File: config.mk
export PLATFORM = sky130hd
export DESIGN_NAME = apb_timer
export DESIGN_NICKNAME = d
export VERILOG_FILES = /design/src/rtl/apb_timer.sv
export SDC_FILE = /design/constraint.sdc
export NUM_CORES = 1
export LEC_CHECK = 0
export CAP_MARGIN = 5
export CORE_MARGIN = 1
export CORE_UTILIZATION = 30
export CTS_BUF_LIST = sky130_fd_sc_hd__clkbuf_16
export DETAILED_ROUTE_END_ITERATION = 16
export SLEW_MARGIN = 20
export SYNTH_ARGS = -nofsm -noshare
export SYNTH_HDL_FRONTEND = slang
export SYNTH_SLANG_ARGS = --single-unit
export TNS_END_PERCENT = 10
File: constraint.sdc
create_clock -name PCLK -period 2.98 [get_ports PCLK]
set_input_delay 0.298 -clock PCLK [delete_from_list [all_inputs] [get_ports PCLK]]
set_output_delay 0.298 -clock PCLK [all_outputs]
set_load 0.02 [all_outputs]
File: src/rtl/apb_timer.sv
// APB down-counting timer with reload, an optional external clock/enable
// input and a level interrupt. Zero-wait-state slave; never signals errors.
module apb_timer #(
  parameter int WIDTH = 32  // counter/reload width; only 32 is supported
) (
  input  logic             PCLK,
  input  logic             PRESETn,
  input  logic             PSEL,
  input  logic [5:0]       PADDR,
  input  logic             PENABLE,
  input  logic             PWRITE,
  input  logic [WIDTH-1:0] PWDATA,
  output logic [WIDTH-1:0] PRDATA,
  output logic             PREADY,
  output logic             PSLVERR,
  input  logic             EXTIN,
  output logic             TIMERINT
);

  localparam logic [5:0] ADDR_CTRL   = 6'd0;
  localparam logic [5:0] ADDR_VALUE  = 6'd1;
  localparam logic [5:0] ADDR_RELOAD = 6'd2;
  localparam logic [5:0] ADDR_INT    = 6'd3;

  // ctrl = {IRQEN, EXTCLK, EXTEN, EN}
  logic [3:0]       ctrl;
  logic [WIDTH-1:0] value;
  logic [WIDTH-1:0] reload;
  logic             int_status;

  logic ext_meta, ext_s, ext_d;
  logic wr_en, wr_ctrl, wr_value, wr_reload, wr_int;
  logic rise, tick, int_set;

  assign PREADY  = 1'b1;
  assign PSLVERR = 1'b0;

  assign wr_en     = PSEL & PENABLE & PWRITE;
  assign wr_ctrl   = wr_en & (PADDR == ADDR_CTRL);
  assign wr_value  = wr_en & (PADDR == ADDR_VALUE);
  assign wr_reload = wr_en & (PADDR == ADDR_RELOAD);
  assign wr_int    = wr_en & (PADDR == ADDR_INT);

  assign rise = ext_s & ~ext_d;
  assign tick = ctrl[0] & (~ctrl[1] | ext_s) & (ctrl[2] ? rise : 1'b1);

  // A VALUE write on a tick cycle discards that tick, including the
  // interrupt it would have raised.
  assign int_set = tick & ~wr_value & (value == WIDTH'(1));

  assign TIMERINT = int_status & ctrl[3];

  // EXTIN is asynchronous: two flops to resolve metastability, a third
  // to remember the previous synchronised level for edge detection.
  always_ff @(posedge PCLK or negedge PRESETn) begin
    if (!PRESETn) begin
      ext_meta <= 1'b0;
      ext_s    <= 1'b0;
      ext_d    <= 1'b0;
    end else begin
      ext_meta <= EXTIN;
      ext_s    <= ext_meta;
      ext_d    <= ext_s;
    end
  end

  // Control and reload registers; RELOAD only reaches VALUE on a reload event.
  always_ff @(posedge PCLK or negedge PRESETn) begin
    if (!PRESETn) begin
      ctrl   <= '0;
      reload <= '0;
    end else begin
      if (wr_ctrl)   ctrl   <= PWDATA[3:0];
      if (wr_reload) reload <= PWDATA;
    end
  end

  // Counter: bus write has priority over a tick; 1 and 0 both reload.
  always_ff @(posedge PCLK or negedge PRESETn) begin
    if (!PRESETn) begin
      value <= '0;
    end else if (wr_value) begin
      value <= PWDATA;
    end else if (tick) begin
      if (value > WIDTH'(1)) value <= value - WIDTH'(1);
      else                   value <= reload;
    end
  end

  // Interrupt status: set beats a simultaneous write-1-to-clear.
  always_ff @(posedge PCLK or negedge PRESETn) begin
    if (!PRESETn)                 int_status <= 1'b0;
    else if (int_set)             int_status <= 1'b1;
    else if (wr_int && PWDATA[0]) int_status <= 1'b0;
  end

  // Read mux, only driven during a read selection.
  always_comb begin
    PRDATA = '0;
    if (PSEL && !PWRITE) begin
      case (PADDR)
        ADDR_CTRL:   PRDATA = {{(WIDTH-4){1'b0}}, ctrl};
        ADDR_VALUE:  PRDATA = value;
        ADDR_RELOAD: PRDATA = reload;
        ADDR_INT:    PRDATA = {{(WIDTH-1){1'b0}}, int_status};
        default:     PRDATA = '0;
      endcase
    end
  end

endmodule

==> flow_metrics.py, run 1 <==
metrics = {
    "timing": {
        "clock-skew-final_ns": 0.01011,
        "tightestPinTransition_ns": 0.8740,
        "timing.final.setup_violations": 0,
        "slew_violations": 0,
        "final.setup.tns_ns": 0,
        "hold_viol_final": 37,
        "finalCritPeriodShare_pct": 91.08,
        "fmaxAchievable_mhz": 368.5,
        "post-route-min-period_ns": 2.714,
        "worst_hold_slack_ns": -0.02171,
        "grt_setup_unrepaired": "false",
        "slew_headroom_pct": 41.74,
    },
    "logic_synthesis": {
        "post_synth_main_area_contributors": "sky130_fd_sc_hd__dfrtp_1, sky130_fd_sc_hd__mux2_2, sky130_fd_sc_hd__a22oi_1",
        "synthesis.yosys.warnings": 0,
        "synth_top_area_share_pct": 41.76,
        "synth_enable_flop_cells": 0,
        "synth_largest_area_cell": "sky130_fd_sc_hd__dfrtp_1",
        "ys_dominant_reg_cell": "sky130_fd_sc_hd__dfrtp_1",
        "avgSynthCellArea_um2": 9.940,
        "proportion_of_synthesized_chip_area_in_sequential_cells_pct": 41.76,
        "netlist-cell-type-count": 55,
        "netlist_instances": 434,
        "synthesis.area_um2": 4314,
        "synth_nets": 480,
        "yosys_register_bits": 72,
        "postSynth.asyncResetShare_pct": 100.0,
    },
    "power_and_ir_drop": {
        "cell_internal_pwr_w": 0.002562,
        "pwr-share-seq_pct": 35.2,
        "pwr_density_cell_nw_per_um2": 748.0,
        "share_comb_of_total_power_pct": 41.3,
        "static-leakage-power_nw": 2.263,
        "power.switching_w": 0.001673,
        "power.share.clock_pct": 23.5,
        "sw_frac_of_total_pct": 39.50,
        "ir_worst_vdd_v": 0.0003175,
    },
    "placed_design": {
        "total_half_perimeter_wirelength_after_legalization_and_detailed_placement_um": 8638,
        "post_dp_cell_area_um2": 5385,
        "count_of_port_buffers_added_during_placement": 76,
        "gp_routability_congestion": 0.8200,
    },
    "route": {
        "drt_drc_violations_left": 0,
        "via_count": 3751,
        "drt_pass1_iterations": 8,
        "drt_wl_total_um": 12290,
        "maxUsedRoutingLayer": "met4",
        "routed_via_density": 5.351,
        "drtIter0Drc": 298,
        "drt-met1-wl_um": 5695,
        "met3_length_um": 547,
        "per_cell_routed_wire_length_um": 17.53,
        "antenna_left": 0,
        "met2_length_um": 5828,
    },
    "clock_tree": {
        "ctsRootBufferMaster": "sky130_fd_sc_hd__clkbuf_16",
        "cts_buffer_depth": 2,
        "cts_hold_buffers": 0,
        "cts_buffers": 9,
        "clock_tree_from_tritoncts": "done",
        "clock_sinks": 72,
        "clkLatencyLatePin_ns": 0.34,
        "htreeDepth": 3,
        "post_cts.repair.setup_buffers": 0,
        "cts.clk_slew.worst_paths_ns": 0.06,
        "cts_resized": 0,
    },
    "critical_path": {
        "cp.arrival_ns": 2.42,
        "worst-endpoint-required_ns": 2.68,
        "timing.critical_path.from_type": "primary input",
        "endpoint_kind_of_the_worst_setup_timing_path": "output port",
        "timing.critical_path.fanout_max": 28,
        "r2r_cells": 6,
        "timing_worst_setup_path_type": "primary input to output port",
    },
    "status": {
        "outcome": "finished with violations",
        "violated_checks": "negative hold slack",
    },
    "grt": {
        "wire_length_of_the_first_global_routing_pass_um": 20110,
        "grt.overflow.total": 0,
        "globalRouteTotalUtil_pct": 17.36,
        "pin_count_of_the_biggest_net_entering_global_routing": 48,
        "number_of_antenna_violations_at_the_first_check_in_global_routing": 0,
        "first_global_vias": 3907,
    },
    "final_layout": {
        "fin_area_um2": 5662,
        "ratio_of_cells_with_drive_above_1_in_the_final_layout_pct": 19.77,
        "fill_cells": 1360,
        "n_antenna_cell": 0,
        "nets": 562,
        "most_frequent_cells_in_the_layout": "sky130_fd_sc_hd__clkdlybuf4s50_1, sky130_fd_sc_hd__dfrtp_1, sky130_fd_sc_hd__nor2_1",
        "synthToLayoutAreaGrowth_pct": 31.24,
        "final_common_cell": "sky130_fd_sc_hd__clkdlybuf4s50_1",
    },
    "floorplan": {
        "initial_utilization_pct": 30.96,
        "overall_die_area_um2": 14860,
        "dieHeight_um": 121.9,
        "top_level_ports": 79,
        "floorplan.rows": 43,
        "die_width_um": 121.9,
        "design.core.area_um2": 13930,
    },
    "worst_hold_path": {
        "min-delay-path-class": "primary input to async pin",
    },
    "job": {
        "max-cap-violations": 0,
    },
}
## sequential cells by signal, indices dropped and copies added, names as in the netlist
signal,count
reload,32
ext_d,1
int_status,1
ctrl,4
ext_s,1
value,32
ext_meta,1
## layout make-up
class / instances / area (um^2) / share of cell area [%]
Clock buffer: 9 / 225.2 / 3.978
Multi-Input combinational cell: 324 / 2345 / 41.41
Tap cell: 180 / 225.2 / 3.978
Clock inverter: 7 / 48.80 / 0.8619
Sequential cell: 72 / 1802 / 31.82
Timing Repair Buffer: 105 / 1001 / 17.68
Inverter: 4 / 15.01 / 0.2652
## logic make-up after synthesis
group           count (synthesis)  share of synthesized area [%]
simple gates                  128                          16.65
compound gates                122                          20.07
flops                          72                          41.76
mux                            46                          12.01
buf+inv                        38                          3.886
xor+xnor                       24                          4.872
fa+ha+maj                       2                         0.5800
other cells                     2                         0.1741
## routing by layer
metal	vias up	GRT usage [%]
li1	1788	-
met2	106	28.60
met3	18	2.200
met5	-	0
met1	1839	23.05
met4	0	6.790
## synthesized netlist by cell type (all sizes together), types with 4 or more instances
master and count:
nand3b 6, nand3 5, inv 4, nor2 54, a22oi 49, xnor2 11
buf 11, mux2i 9, nor4 13, and2 6, nor2b 4, xor2 13
a222oi 9, and3 4, o211ai 7, nand2 14, clkbuf 23, nor3 10
dfrtp 72, a21oi 14, mux2 36, o21ai 32
## critical path, stage by stage
cell and delay [ns]:
sky130_fd_sc_hd__clkdlybuf4s50_1 0.40, sky130_fd_sc_hd__nor4_1 0.28, sky130_fd_sc_hd__buf_4 0.19, sky130_fd_sc_hd__and2_1 0.18, sky130_fd_sc_hd__buf_12 0.19, sky130_fd_sc_hd__a22oi_1 0.11
sky130_fd_sc_hd__nor2_1 0.13, sky130_fd_sc_hd__clkdlybuf4s50_1 0.62
## final timing paths
kind                                  startpoint                     end  slack (ns)
hold reg to reg               ext_meta$_DFF_PN0_         ext_s$_DFF_PN0_        0.35
setup / recovery                        PADDR[3]              PRDATA[17]        0.27
min in group PCLK             ext_meta$_DFF_PN0_         ext_s$_DFF_PN0_        0.35
max in group asynchronous                PRESETn  reload[21]$_DFFE_PN0P_        2.32
hold / removal                           PRESETn    value[9]$_DFFE_PN0P_       -0.02
setup reg to reg           value[16]$_DFFE_PN0P_   value[27]$_DFFE_PN0P_        0.46
## power by group through the flow
stage | combinational (W) | clock, W | sequential, W
after floorplan | 0.00129 | 0 | 0.00139
after detailed placement | 0.00174 | 0 | 0.00151
after global routing | 0.00195 | 0.00105 | 0.00153
after CTS | 0.00175 | 0.00101 | 0.00149
after global placement | 0.00171 | 0 | 0.00149
final | 0.00175 | 0.000993 | 0.00149
## per-stage QoR
stage	std cells	util [%]	worst slack (ns)	power [W]
3_3_place_gp	685	38.65	0.3037	0.003201
3_5_place_dp	685	38.65	0.2552	0.003245
4_1_cts	701	40.61	0.2449	0.004250
2_1_floorplan	434	-	0.6757	0.002683
6_report	701	40.63	0.2659	0.004235
5_1_grt	701	40.63	0.1080	0.004530
No activity file was read; power rests on OpenSTA's default activity.
==> run 2: changes to the inputs <==
--- a/config.mk
+++ b/config.mk
@@ -7,9 +7,10 @@
 export LEC_CHECK = 0
 export CAP_MARGIN = 5
 export CORE_MARGIN = 1
-export CORE_UTILIZATION = 30
+export CORE_UTILIZATION = 50
 export CTS_BUF_LIST = sky130_fd_sc_hd__clkbuf_16
 export DETAILED_ROUTE_END_ITERATION = 16
+export PLACE_DENSITY = 0.77
 export SLEW_MARGIN = 20
 export SYNTH_ARGS = -nofsm -noshare
 export SYNTH_HDL_FRONTEND = slang
==> run 2 against run 1 <==
- the run still ends with negative hold slack left
- clock power up 12%
- fmax is essentially flat
- sequential power about the same
- first-iteration DRC count rose by 38%
- critical endpoint is now PRDATA[15]
==> flow_metrics.py, run 2 (same netlist as run 1, synthesis figures left out) <==
metrics = {
    "status": {
        "outcome": "finished with violations",
        "violated_checks": "negative hold slack",
    },
    "critical_path": {
        "endpoint_kind_of_the_worst_setup_timing_path": "output port",
        "cp.buffers_inverters": 4,
        "critPathMaxStageDelay_ns": 0.62,
        "timing_worst_setup_path_type": "primary input to output port",
        "worst_path_most_repeated_cell": "sky130_fd_sc_hd__clkdlybuf4s50_1",
        "timing.critical_path.from_type": "primary input",
        "timing.critical_path.fanout_max": 28,
        "worst-endpoint-required_ns": 2.68,
        "path_cells": "clkdlybuf4s50_1 -> nor4_1 -> buf_4 -> and2_1 -> buf_12 -> a22oi_1 -> nor2_1 -> clkdlybuf4s50_1",
        "critPathSlowestCell": "sky130_fd_sc_hd__clkdlybuf4s50_1",
        "cp.arrival_ns": 2.41,
        "cp_top_family": "buffers and inverters",
    },
    "route": {
        "drtIter0Drc": 410,
        "drt_drc_violations_left": 0,
        "antenna_left": 0,
        "drt_wl_total_um": 11770,
        "via_count": 3911,
        "drt_pass1_iterations": 5,
        "routed_via_density": 6.278,
        "per_cell_routed_wire_length_um": 18.88,
    },
    "clock_tree": {
        "cts_resized": 0,
        "clkLatencyLatePin_ns": 0.33,
        "post_cts.repair.setup_buffers": 0,
        "cts.clk_slew.worst_paths_ns": 0.06,
        "ctsRootBufferMaster": "sky130_fd_sc_hd__clkbuf_16",
        "htreeDepth": 3,
        "cts_hold_buffers": 0,
        "cts_buffer_depth": 2,
        "cts_buffers": 9,
        "clock_tree_from_tritoncts": "done",
        "clock_sinks": 72,
    },
    "grt": {
        "globalRouteTotalUtil_pct": 27.94,
        "pin_count_of_the_biggest_net_entering_global_routing": 34,
        "grt.overflow.total": 0,
        "first_global_vias": 3829,
        "wire_length_of_the_first_global_routing_pass_um": 19380,
        "number_of_antenna_violations_at_the_first_check_in_global_routing": 0,
    },
    "power_and_ir_drop": {
        "static-leakage-power_nw": 2.279,
        "cell_internal_pwr_w": 0.002682,
        "pwr-share-seq_pct": 34.8,
        "sw_frac_of_total_pct": 38.22,
        "power.switching_w": 0.001659,
        "share_comb_of_total_power_pct": 39.5,
        "pwr_density_cell_nw_per_um2": 778.4,
        "power.share.clock_pct": 25.6,
        "ir_worst_vdd_v": 0.0003947,
    },
    "timing": {
        "grt_setup_unrepaired": "false",
        "fmaxAchievable_mhz": 368.7,
        "post-route-min-period_ns": 2.712,
        "slew_headroom_pct": 41.49,
        "setup_slack_ns": 0.2679,
        "timing.final.setup_violations": 0,
        "finalCritPeriodShare_pct": 91.01,
        "hold_viol_final": 6,
        "tightestPinTransition_ns": 0.8744,
        "slew_violations": 0,
        "clock-skew-final_ns": 0.008642,
        "worst_hold_slack_ns": -0.008606,
        "final.setup.tns_ns": 0,
    },
    "placed_design": {
        "count_of_port_buffers_added_during_placement": 76,
        "total_half_perimeter_wirelength_after_legalization_and_detailed_placement_um": 7900,
        "place_worst_setup_slack_ns": 0.2914,
        "gp_routability_congestion": 0.8326,
    },
    "final_layout": {
        "final_common_cell": "sky130_fd_sc_hd__clkdlybuf4s50_1",
        "n_antenna_cell": 0,
        "biggestRegsByFlops": "reload: 32 flops, value: 32 flops, ctrl: 4 flops",
        "synthToLayoutAreaGrowth_pct": 29.29,
        "ratio_of_cells_with_drive_above_1_in_the_final_layout_pct": 18.73,
        "most_frequent_cells_in_the_layout": "sky130_fd_sc_hd__clkdlybuf4s50_1, sky130_fd_sc_hd__dfrtp_1, sky130_fd_sc_hd__nor2_1",
        "nets": 560,
    },
    "floorplan": {
        "die_width_um": 94.89,
        "initial_utilization_pct": 51.98,
        "overall_die_area_um2": 9004,
        "dieHeight_um": 94.89,
        "floorplan.rows": 33,
        "design.core.area_um2": 8299,
        "top_level_ports": 79,
    },
    "worst_hold_path": {
        "min-delay-path-class": "primary input to async pin",
    },
    "job": {
        "max-cap-violations": 0,
    },
}
run 2: cell types whose count changed in the layout (fill, tap and decap cells not counted), moves of 2 or more:
cell / change
sky130_fd_sc_hd__buf_4: -3
sky130_fd_sc_hd__bufinv_16: +2
sky130_fd_sc_hd__clkinv_1: +2
sky130_fd_sc_hd__clkinvlp_4: -4
run 2: worst register-to-register path: stages, from the launching register on:
cell	delay, ns
sky130_fd_sc_hd__dfrtp_1	0.45
sky130_fd_sc_hd__nor4_1	0.65
sky130_fd_sc_hd__nand2_1	0.20
sky130_fd_sc_hd__or3_2	0.55
sky130_fd_sc_hd__nor2_4	0.25
sky130_fd_sc_hd__buf_4	0.20
sky130_fd_sc_hd__a21oi_1	0.08
sky130_fd_sc_hd__o21ai_0	0.18
run 2: layout make-up:
type	instances	area, um^2
Clock buffer	9	225.2
Clock inverter	6	76.32
Fill cell	649	2721
Inverter	4	15.01
Multi-Input combinational cell	324	2345
Sequential cell	72	1802
Tap cell	105	131.4
Timing Repair Buffer	103	983.4
run 2: power by group through the flow:
stage               clock network [W]  logic (W)  registers (W)
floorplan                           0    0.00129        0.00139
global placement                    0    0.00162        0.00150
detailed placement                  0    0.00166        0.00152
CTS                           0.00112    0.00171        0.00150
global route                  0.00117    0.00188        0.00154
finish                        0.00111    0.00172        0.00151
run 2: worst paths after layout:
kind	to	slack, ns	cells after the start	from
setup / recovery	PRDATA[15]	0.27	8	PADDR[3]
hold / removal	reload[10]$_DFFE_PN0P_	-0.009	1	PRESETn
setup reg to reg	value[2]$_DFFE_PN0P_	0.34	7	value[25]$_DFFE_PN0P_
hold reg to reg	ext_s$_DFF_PN0_	0.35	0	ext_meta$_DFF_PN0_
max in group asynchronous	value[25]$_DFFE_PN0P_	2.19	2	PRESETn
min in group PCLK	ext_s$_DFF_PN0_	0.35	0	ext_meta$_DFF_PN0_
run 2: per-layer routing:
layer	routed length [um]	vias to the layer above	track usage [%]
met1	5008	1935	36.75
met4	193	0	11.74
met5	0	-	0
met2	5885	174	45.86
met3	677	22	4.187
li1	-	1780	-
run 2: per-stage QoR:
| stage | std cells | instance area (um^2) | util (%) | hold slack (ns) | total power [W] |
|---|---|---|---|---|---|
| final | 623 | 5578 | 67.21 | -0.008606 | 0.004342 |
| after global routing | 623 | 5578 | 67.21 | 0.04286 | 0.004590 |
| after CTS | 623 | 5578 | 67.21 | 0.01027 | 0.004327 |
| after detailed placement | 608 | 5276 | 63.58 | 0.3419 | 0.003177 |
| after global placement | 608 | 5276 | 63.58 | 0.3398 | 0.003116 |
| after floorplan | 434 | 4314 | - | 0.002409 | 0.002683 |
